`src/rtl/alu.sv`:
```
// 32-bit MIPS execute-stage ALU with a registered result, zero flag and signed-overflow flag.
// Define ALU_SHIFT_EN to add SLL/SRL/SRA on codes 3/4/5; otherwise those codes act as undefined ops.
module alu #(
   parameter int WIDTH = 32
) (
   input  logic             clk,
   input  logic             rst,
   input  logic [3:0]       op,
   input  logic [WIDTH-1:0] a,
   input  logic [WIDTH-1:0] b,
   output logic [WIDTH-1:0] z,
   output logic             zero,
   output logic             overflow
);

   localparam logic [3:0] OP_AND = 4'b0000;
   localparam logic [3:0] OP_OR  = 4'b0001;
   localparam logic [3:0] OP_ADD = 4'b0010;
   localparam logic [3:0] OP_SUB = 4'b0110;
   localparam logic [3:0] OP_SLT = 4'b0111;
   localparam logic [3:0] OP_NOR = 4'b1100;
`ifdef ALU_SHIFT_EN
   localparam logic [3:0] OP_SLL = 4'b0011;
   localparam logic [3:0] OP_SRL = 4'b0100;
   localparam logic [3:0] OP_SRA = 4'b0101;
`endif

   logic [WIDTH-1:0] w_sum;
   logic [WIDTH-1:0] w_diff;
   logic [WIDTH-1:0] w_z;
   logic             w_ovf;
   logic             w_slt;

   logic [WIDTH-1:0] r_z;
   logic             r_zero;
   logic             r_ovf;

   assign w_sum  = a + b;
   assign w_diff = a - b;
   // Direct signed compare keeps SLT correct even when a-b would overflow.
   assign w_slt  = $signed(a) < $signed(b);

   always_comb begin
      w_z   = '0;
      w_ovf = 1'b0;
      case (op)
         OP_AND: w_z = a & b;
         OP_OR:  w_z = a | b;
         OP_NOR: w_z = ~(a | b);
         OP_ADD: begin
            w_z   = w_sum;
            w_ovf = (a[WIDTH-1] == b[WIDTH-1]) && (w_sum[WIDTH-1] != a[WIDTH-1]);
         end
         OP_SUB: begin
            w_z   = w_diff;
            w_ovf = (a[WIDTH-1] != b[WIDTH-1]) && (w_diff[WIDTH-1] != a[WIDTH-1]);
         end
         OP_SLT: w_z = {{(WIDTH-1){1'b0}}, w_slt};
`ifdef ALU_SHIFT_EN
         OP_SLL: w_z = a << b[4:0];
         OP_SRL: w_z = a >> b[4:0];
         OP_SRA: w_z = $signed(a) >>> b[4:0];
`endif
         default: begin
            w_z   = '0;
            w_ovf = 1'b0;
         end
      endcase
   end

   // zero comes from the same next-state value as z so the pair never disagrees.
   always_ff @(posedge clk) begin
      if (rst) begin
         r_z    <= '0;
         r_zero <= 1'b1;
         r_ovf  <= 1'b0;
      end else begin
         r_z    <= w_z;
         r_zero <= (w_z == '0);
         r_ovf  <= w_ovf;
      end
   end

   assign z        = r_z;
   assign zero     = r_zero;
   assign overflow = r_ovf;

endmodule

```
`config.mk`:
```
export PLATFORM = sky130hd
export DESIGN_NAME = alu
export DESIGN_NICKNAME = d
export VERILOG_FILES = /design/src/rtl/alu.sv
export SDC_FILE = /design/constraint.sdc
export NUM_CORES = 1
export LEC_CHECK = 0
export ABC_AREA = 0
export BUFFER_PORTS_ARGS = -buffer_cell sky130_fd_sc_hd__buf_2
export CAP_MARGIN = 20
export CORE_ASPECT_RATIO = 1.4
export CORE_UTILIZATION = 45
export CTS_BUF_LIST = sky130_fd_sc_hd__clkbuf_8
export CTS_CLUSTER_DIAMETER = 50
export DETAILED_ROUTE_END_ITERATION = 12
export MAX_ROUTING_LAYER = met4
export PLACE_DENSITY = 0.67
export RECOVER_POWER = 25
export SLEW_MARGIN = 20
export SYNTH_ARGS = -nofsm -noshare
export SYNTH_HDL_FRONTEND = slang
export SYNTH_SLANG_ARGS = --single-unit
export TNS_END_PERCENT = 1
```
`constraint.sdc`:
```
create_clock -name clk -period 5.8 [get_ports clk]
set_input_delay 0.87 -clock clk [delete_from_list [all_inputs] [get_ports clk]]
set_output_delay 0.87 -clock clk [all_outputs]
set_load 0.01 [all_outputs]
```
---- Word level (Yosys, flattened, before mapping) ----
Index checks and enable logic that the tools add are counted.
cells by class
  add/subtract/negate cells ............... 2
  bitwise logic cells ..................... 3
  equality and inequality tests ........... 9
  $lt $le $gt $ge ......................... 1
  reductions and logical operators ........ 4
  multiplexer cells ....................... 2
operators by type and width
  kind                                            number
  one-hot mux 32 bit (6 select lines)             1
  adder 32 bit                                    1
  AND 32 bit                                      1
  zero test 32 bit                                1
  < comparator 32 bit                             1
  inverter 32 bit                                 1
  OR 32 bit                                       1
  subtractor 32 bit                               1
  == test 4 x 3 -> 1 bit (second input constant)  2
  == test 4 x 1 -> 1 bit (second input constant)  1
  == test 4 x 2 -> 1 bit (second input constant)  1
  == test 4 bit (second input constant)           1
  zero test 4 bit                                 1
  inequality test 1 bit                           3
  logical AND 1 bit                               2
  one-hot mux 1 bit (2 select lines)              1
  == test 1 bit                                   1
word-level totals
  output and inout bits ................... 34
  register bits after elaboration ......... 34

---- Longest topological paths before layout ----
Gate-level depths: netlist of run 1.
  word-level depth ........................ 4
  mapped depth ............................ 14
  depth with buffers taken out ............ 14

---- Worst setup path after synthesis of run 1 ----
OpenSTA, ideal clock, no wires.
  kind .................................... input -> register
  start ................................... input port a[0]
  end ..................................... register r_zero (netlist: zero)
  library setup time ...................... 60 ps
  data required time ...................... 5,740 ps
  arrival time ............................ 3,685 ps
  path buffers ............................ 0
  path slack .............................. 2,055 ps
  stages on the path ...................... 14
  cell sequence ........................... inv_1 > ha_1 > fa_1 > nor2_1 > o311ai_1 > a211oi_1 > o31ai_1 > a211oi_2 > nor2_1 > o32a_1 > a31oi_1 > nand3b_1 > nor4_2 > a41o_1
on the way
  word-level cells in the longest chain between the ends .. 4
ends and longest elaborated chain
  element                                                    RTL line  source
  from (decl)                                                9         input logic [WIDTH-1:0] a,
  branches (longest 2 deep; another with subtractor 32 bit)  n/a
  one-hot mux 32 bit (6 select lines) (*)                    46        case (op)
  zero test 32 bit (*)                                       79        r_zero <= (w_z == '0);
  to (signal assigned)                                       79
  to (decl)                                                  35        logic r_zero;
Every way passes the cells marked *.
A chain may end at the register's enable or synchronous reset.

---- Worst setup path in the final report of run 1 ----
Ends and elaborated chain as after synthesis.

==> results of run 1 <==
[final cells by class]
type,instances,area (um2)
fill,1528,7096
timing repair buffer,110,546.8
clock inverter,3,40.04
sequential,34,680.7
multi-input combinational,769,5331
tap,189,236.5
clock buffer,5,68.82
inverter,101,379.1
[cell families (layout without fill, tap and decap cells)]
group	Yosys count	in the layout	share of synthesized area [%]
multiplexers	4	4	0.6250
flip-flops	34	34	10.30
adder cells (fa/ha/maj)	99	99	18.98
AND/OR/NAND/NOR	315	315	23.30
AO/OA/AOI/OAI	346	346	36.93
XOR/XNOR	5	5	0.6628
buffers and inverters	153	219	9.204
[metrics by stage]
step	hold WS (ns)	power, mW	cell area [um2]
floorplan	0.9416	0.6908	6606
global placement	1.124	0.8793	7196
detailed placement	1.142	0.8784	7196
CTS	0.8453	1.092	7305
global route	0.8354	1.172	7283
finish	0.8475	1.105	7283
[Yosys cell counts (5+ instances only)]
cell                       number  area (um2)
sky130_fd_sc_hd__a211oi_1      15       112.6
sky130_fd_sc_hd__a21o_1        18       135.1
sky130_fd_sc_hd__a21oi_1       95       475.5
sky130_fd_sc_hd__a221o_1       21       210.2
sky130_fd_sc_hd__a221oi_1      13       113.9
sky130_fd_sc_hd__a22oi_1        5       37.54
sky130_fd_sc_hd__a311oi_1       5       43.79
sky130_fd_sc_hd__a31oi_1       11       68.82
sky130_fd_sc_hd__and2_1         9       56.30
sky130_fd_sc_hd__buf_2         15       75.07
sky130_fd_sc_hd__clkbuf_1      32       120.1
sky130_fd_sc_hd__dfxtp_1       34       680.7
sky130_fd_sc_hd__ha_1          97        1214
sky130_fd_sc_hd__inv_1        101       379.1
sky130_fd_sc_hd__nand2_1       50       187.7
sky130_fd_sc_hd__nand2b_1       9       56.30
sky130_fd_sc_hd__nand3_1       19       95.09
sky130_fd_sc_hd__nand3b_1       6       45.04
sky130_fd_sc_hd__nand4_1       13       81.33
sky130_fd_sc_hd__nor2_1       125       469.2
sky130_fd_sc_hd__nor2b_1       15       93.84
sky130_fd_sc_hd__nor3_1        25       125.1
sky130_fd_sc_hd__nor3b_1        6       45.04
sky130_fd_sc_hd__nor4_1         9       56.30
sky130_fd_sc_hd__o211ai_1      12       90.09
sky130_fd_sc_hd__o21a_1         6       45.04
sky130_fd_sc_hd__o21ai_0       42       210.2
sky130_fd_sc_hd__o21bai_1       9       67.56
sky130_fd_sc_hd__o31a_1         5       43.79
sky130_fd_sc_hd__o31ai_1       19       142.6
sky130_fd_sc_hd__or2_2          7       43.79
sky130_fd_sc_hd__or3_1          6       37.54
[power groups by stage]
| stage | Clock, mW | Sequential, mW | Combinational, mW |
|---|---|---|---|
| detailed placement | 0 | 0.264 | 0.615 |
| floorplan | 0 | 0.273 | 0.418 |
| CTS | 0.216 | 0.258 | 0.618 |
| global route | 0.227 | 0.260 | 0.685 |
| finish | 0.215 | 0.259 | 0.631 |
| global placement | 0 | 0.264 | 0.616 |
[final timing paths]
check | startpoint | endpoint | slack (ns) | cells past startpoint
worst max-delay path | a[0] | zero | 1.23 | 15
worst min-delay path | a[31] | overflow | 0.85 | 2
[routing by layer]
| metal | vias up | share of wire (%) |
|---|---|---|
| met5 | - | 0 |
| met4 | 0 | 6.1 |
| met3 | 99 | 5.3 |
| met2 | 353 | 51 |
| met1 | 3613 | 38 |
| li1 | 3627 | - |
[registers in the layout, summed over array words and instances, names as in the netlist]
signal / count
overflow: 1
zero: 1
z: 32
==> Flow_metrics.wiki, run 1 <==
{| class="wikitable"
! Metric !! Value
|-
| Unrepaired setup endpoints after global routing || false
|-
| Post-cts resize count || 0
|-
| Average size of a mapped cell || 6.910 um2
|-
| Overall track demand over capacity in global routing || 31.67%
|-
| Met1 Track Usage GR || 34.57%
|-
| Via count || 7692
|-
| Post-DR wirelength/cell || 19.78 um
|-
| Post-synth EDFFs || 0
|-
| Number of antenna violations at the first check in global routing || 0
|-
| WP buf/inv || 2
|-
| Outcome || finished clean
|-
| Slack of the critical path || 1.230 ns
|-
| TritonCTS clock tree || yes
|-
| Static leakage || 3.372 nW
|-
| Data arrival time at the worst-slack endpoint || 4.80 ns
|-
| Post-CTS setup buffer count || 0
|-
| Number of hold violations in the final report || 0
|-
| Detailed Route WL || 23950 um
|-
| Fraction of power spent switching nets || 45.73%
|-
| Total placed cells including tap cells || 1203
|-
| Pre-CTS setup slack || 1.025 ns
|-
| Number of CTS-inserted buffers || 5
|-
| Vias in the first global route || 7294
|-
| Busiest layer in global routing || met2
|-
| Combinational share of power || 57.1%
|-
| Core area || 14380 um2
|-
| Number of nets produced by synthesis || 1125
|-
| Clock tree buffer depth || 2
|-
| Post-synthesis cell type count || 82
|-
| Category of the worst setup path launch point || input pin
|-
| Worst path max stage delay || 0.67 ns
|-
| Number of nets with antenna violations after detailed routing || 0
|-
| Async SR Flop Fraction || 0%
|-
| Quantity of I/O buffers inserted on ports || 103
|-
| Synthesized instance count || 956
|-
| Number of storage elements in the synthesis netlist || 34
|-
| Final global-route overflow total || 0
|-
| GR Util met3 || 2.508%
|-
| First-pass DRT Iterations || 7
|-
| Maximum clock frequency || 218.8 MHz
|-
| PD cells || 151.7 nW/um2
|-
| HPWL after detailed placement || 19000 um
|-
| CTS root buffer || sky130_fd_sc_hd__clkbuf_8
|-
| DRC viols || 0
|-
| Net Switching || 0.5052 mW
|-
| Vias per cell || 6.352
|-
| Cell area after synthesis || 6606 um2
|-
| Post-route fraction of the period consumed by the critical path || 78.79%
|-
| Worst slew pin tran || 1.144 ns
|-
| Largest net degree at the start of global routing || 33
|-
| Share of synthesized area occupied by flip-flops and latches || 10.30%
|-
| Net count reported at finish || 1190
|-
| Highest-count cells in the layout ignoring fill and taps || sky130_fd_sc_hd__nor2_1 (125), sky130_fd_sc_hd__inv_1 (101), sky130_fd_sc_hd__ha_1 (97)
|-
| Top cell by count, worst path || sky130_fd_sc_hd__nor2_1
|-
| Worst-path cell with the longest stage delay || sky130_fd_sc_hd__a211oi_1
|-
| Final setup viols || 0
|-
| Proportion of layout cells with a drive suffix above 1 || 12.52%
|-
| Sink Count || 34
|-
| Max_slew headroom || 23.35%
|-
| Full die area || 15180 um2
|-
| Starting Density || 45.95%
|-
| # hold bufs at CTS || 0
|-
| Post-route setup TNS || 0 ns
|-
| Die height || 145.4 um
|-
| Signed area change from the synthesized netlist to the final layout || 10.25%
|-
| Final Non-Filler Cells || 1211
|-
| Final-report max-slew violation count || 0
|-
| Post-synth top flop || sky130_fd_sc_hd__dfxtp_1
|-
| Htree depth || 2
|-
| Start-to-end type of the worst setup path || in -> reg
|-
| Number of diodes || 0
|-
| Cell chain of the critical path || buf_2 -> inv_1 -> ha_1 -> fa_1 -> nor2_1 -> o311ai_1 -> a211oi_1 -> o31ai_1 -> a211oi_2 -> nor2_1 -> o32a_1 -> a31oi_1 -> nand3b_1 -> nor4_2 -> a41o_1
|-
| Num ports || 104
|-
| Floorplan row count || 52
|-
| DRT iter0 DRCs || 592
|-
| First-pass GRT wire length || 37360 um
|-
| Grt met2 use || 55.89%
|-
| Cell type group with the largest total delay on the critical path || compound AO/OA/AOI/OAI gates
|-
| Critical path capture point type || register
|-
| Most common cell after layout, fill and taps aside || sky130_fd_sc_hd__nor2_1
|-
| Yosys warning count || 0
|-
| Register share of total power || 23.4%
|-
| Final estimated routing congestion in global placement || 1.061
|-
| CP Max Fanout || 4
|-
| Endpoint required time on the critical path || 6.03 ns
|-
| Max-cap violation count || 0
|-
| Die Width || 104.4 um
|-
| Clock transition at path regs || 0.08 ns
|-
| Maximum VDD drop || 102.0 uV
|-
| Utilization after layout || 50.65%
|-
| Post-route minimum period || 4.570 ns
|-
| Internal power component || 0.5995 mW
|-
| Worst hold path class || in -> reg
|-
| Share of power burned in the clock network || 19.5%
|}
(Power assumes the default switching activity.)
==> run 2: changes to the inputs <==
--- a/config.mk
+++ b/config.mk
@@ -14,7 +14,7 @@
 export CTS_CLUSTER_DIAMETER = 50
 export DETAILED_ROUTE_END_ITERATION = 12
 export MAX_ROUTING_LAYER = met4
-export PLACE_DENSITY = 0.67
+export PLACE_DENSITY = 0.69
 export RECOVER_POWER = 25
 export SLEW_MARGIN = 20
 export SYNTH_ARGS = -nofsm -noshare
==> constraint.sdc (replaced) <==
create_clock -name clk -period 4.2 [get_ports clk]
set_input_delay 0.63 -clock clk [delete_from_list [all_inputs] [get_ports clk]]
set_output_delay 0.63 -clock clk [all_outputs]
set_load 0.01 [all_outputs]
==> Flow_metrics.wiki, run 2 (synthesis gave the netlist of run 1 again) <==
{| class="wikitable"
! Metric !! Value
|-
| Final estimated routing congestion in global placement || 1.054 (-0.61%)
|-
| Post-CTS setup buffer count || 0 (unchanged)
|-
| Full die area || 15180 um2 (unchanged)
|-
| TritonCTS clock tree || yes
|-
| Final Non-Filler Cells || 1277 (+5.5%)
|-
| CTS root buffer || sky130_fd_sc_hd__clkbuf_8
|-
| Final setup viols || 0 (unchanged)
|-
| First-pass DRT Iterations || 5 (-2)
|-
| PD cells || 214.6 nW/um2 (+42%)
|-
| Quantity of I/O buffers inserted on ports || 103 (unchanged)
|-
| Outcome || finished clean
|-
| Sink Count || 34 (unchanged)
|-
| HPWL after detailed placement || 20170 um (+6.2%)
|-
| Number of fillers in the final layout || 1511 (-1.1%)
|-
| Number of diodes || 0 (unchanged)
|-
| Signed area change from the synthesized netlist to the final layout || 18.26%
|-
| Die height || 145.4 um (unchanged)
|-
| Hold path start || a[31]
|-
| Worst slew pin tran || 0.9314 ns (-0.2121 ns)
|-
| DRT iter0 DRCs || 558 (-5.7%)
|-
| First-pass GRT wire length || 38410 um (+2.8%)
|-
| Most common cell after layout, fill and taps aside || sky130_fd_sc_hd__nor2_1
|-
| Detailed Route WL || 24580 um (+2.6%)
|-
| Highest-count cells in the layout ignoring fill and taps || sky130_fd_sc_hd__nor2_1 (125), sky130_fd_sc_hd__inv_1 (101), sky130_fd_sc_hd__ha_1 (97)
|-
| Placement-stage cell area || 7691 um2 (+6.9%)
|-
| Number of CTS-inserted buffers || 5 (unchanged)
|-
| Post-DR wirelength/cell || 19.25 um (-2.7%)
|-
| Htree depth || 2 (unchanged)
|-
| Static leakage || 3.695 nW (+9.6%)
|-
| Floorplan row count || 52 (unchanged)
|-
| Maximum clock frequency || 256.7 MHz
|-
| Core area || 14380 um2 (unchanged)
|-
| Start-to-end type of the worst setup path || in -> reg
|-
| Die Width || 104.4 um (unchanged)
|-
| Utilization after layout || 54.33% (+3.7 points)
|-
| Clock transition at path regs || 0.08 ns (about the same)
|-
| Fin area || 7812 um2 (+7.3%)
|-
| Clock tree buffer depth || 2 (unchanged)
|-
| Sequential cell area || 680.7 um2 (unchanged)
|-
| Multi-input combinational cell area || 5336 um2 (about the same)
|-
| Max-cap violation count || 0 (unchanged)
|-
| Starting Density || 45.95% (unchanged)
|-
| Num ports || 104 (unchanged)
|-
| Final-report max-slew violation count || 0 (unchanged)
|-
| Largest net degree at the start of global routing || 33 (unchanged)
|-
| Post-route fraction of the period consumed by the critical path || 92.74%
|-
| Category of the worst setup path launch point || input pin
|-
| CP Max Fanout || 6 (+2)
|-
| Total placed cells including tap cells || 1269 (+5.5%)
|-
| Power Total || 1.677 mW (+52%)
|-
| Slack of the critical path || 0.3051 ns (-0.9253 ns)
|-
| Number of hold violations in the final report || 0 (unchanged)
|-
| Endpoint required time on the critical path || 4.44 ns (-1.59 ns)
|-
| Post-cts resize count || 0 (unchanged)
|-
| Critical Path Source || a[12]
|-
| Vias per cell || 6.196 (-2.5%)
|-
| Vias in the first global route || 7548 (+3.5%)
|-
| Critical path capture point type || register
|-
| Pre-CTS setup slack || -0.1328 ns (-1.158 ns)
|-
| Overall track demand over capacity in global routing || 32.46% (+0.79 points)
|-
| Unrepaired setup endpoints after global routing || false
|-
| DRC viols || 0 (unchanged)
|-
| Data arrival time at the worst-slack endpoint || 4.14 ns (-0.66 ns)
|-
| Number of antenna violations at the first check in global routing || 0 (unchanged)
|-
| # hold bufs at CTS || 0 (unchanged)
|-
| Net count reported at finish || 1256 (+5.5%)
|-
| Via count || 7912 (+2.9%)
|-
| Post-route minimum period || 3.895 ns
|-
| Largest register FFs || 32 (unchanged)
|-
| Max_slew headroom || 37.64% (+14 points)
|-
| Maximum VDD drop || 170.4 uV (+67%)
|-
| Final global-route overflow total || 0 (unchanged)
|-
| Worst hold path class || in -> reg
|-
| Proportion of layout cells with a drive suffix above 1 || 17.92% (+5.4 points)
|-
| Number of nets with antenna violations after detailed routing || 0 (unchanged)
|}
==> run 2: layout make-up <==
type                       instances  area share, %
multi-input combinational        769          68.31
timing repair buffer             176          13.34
sequential                        34          8.712
inverter                         101          4.853
tap                              189          3.027
clock buffer                       5         0.8808
clock inverter                     3         0.8808
==> run 2: metal layers <==
metal	vias up	GRT usage, %	wire [um]
met5	-	-	0
met2	373	57.55	12350
met1	3681	35.54	9445
met4	0	17.71	1411
li1	3760	-	-
met3	98	2.777	1376
==> run 2: final timing paths <==
| path | cells past startpoint | slack, ns | end |
|---|---|---|---|
| max | 16 | 0.31 | zero |
| min | 2 | 0.59 | overflow |
==> run 2: per-stage QoR <==
step / hold WS [ns] / TNS, ns
floorplan: 0.7016 / 0
global placement: 0.8763 / -0.1848
detailed placement: 0.8916 / -0.1328
CTS: 0.5873 / 0
global route: 0.5968 / 0
finish: 0.5917 / 0
==> run 2: worst max-delay path: stages <==
cell	delay, ns
sky130_fd_sc_hd__buf_2	0.10
sky130_fd_sc_hd__inv_1	0.04
sky130_fd_sc_hd__ha_1	0.31
sky130_fd_sc_hd__buf_4	0.17
sky130_fd_sc_hd__nor2_1	0.27
sky130_fd_sc_hd__nand3_1	0.22
sky130_fd_sc_hd__a211oi_2	0.37
sky130_fd_sc_hd__o31ai_1	0.22
sky130_fd_sc_hd__a211oi_2	0.35
sky130_fd_sc_hd__buf_4	0.18
sky130_fd_sc_hd__nor2_1	0.05
sky130_fd_sc_hd__o32a_1	0.34
sky130_fd_sc_hd__a31oi_1	0.31
sky130_fd_sc_hd__nand3b_1	0.13
sky130_fd_sc_hd__nor4_2	0.25
sky130_fd_sc_hd__a41o_1	0.18
==> run 2: power by group <==
group / switching, mW / internal (mW)
Sequential: 0.00785 / 0.349
Clock: 0.136 / 0.238
Combinational: 0.582 / 0.364
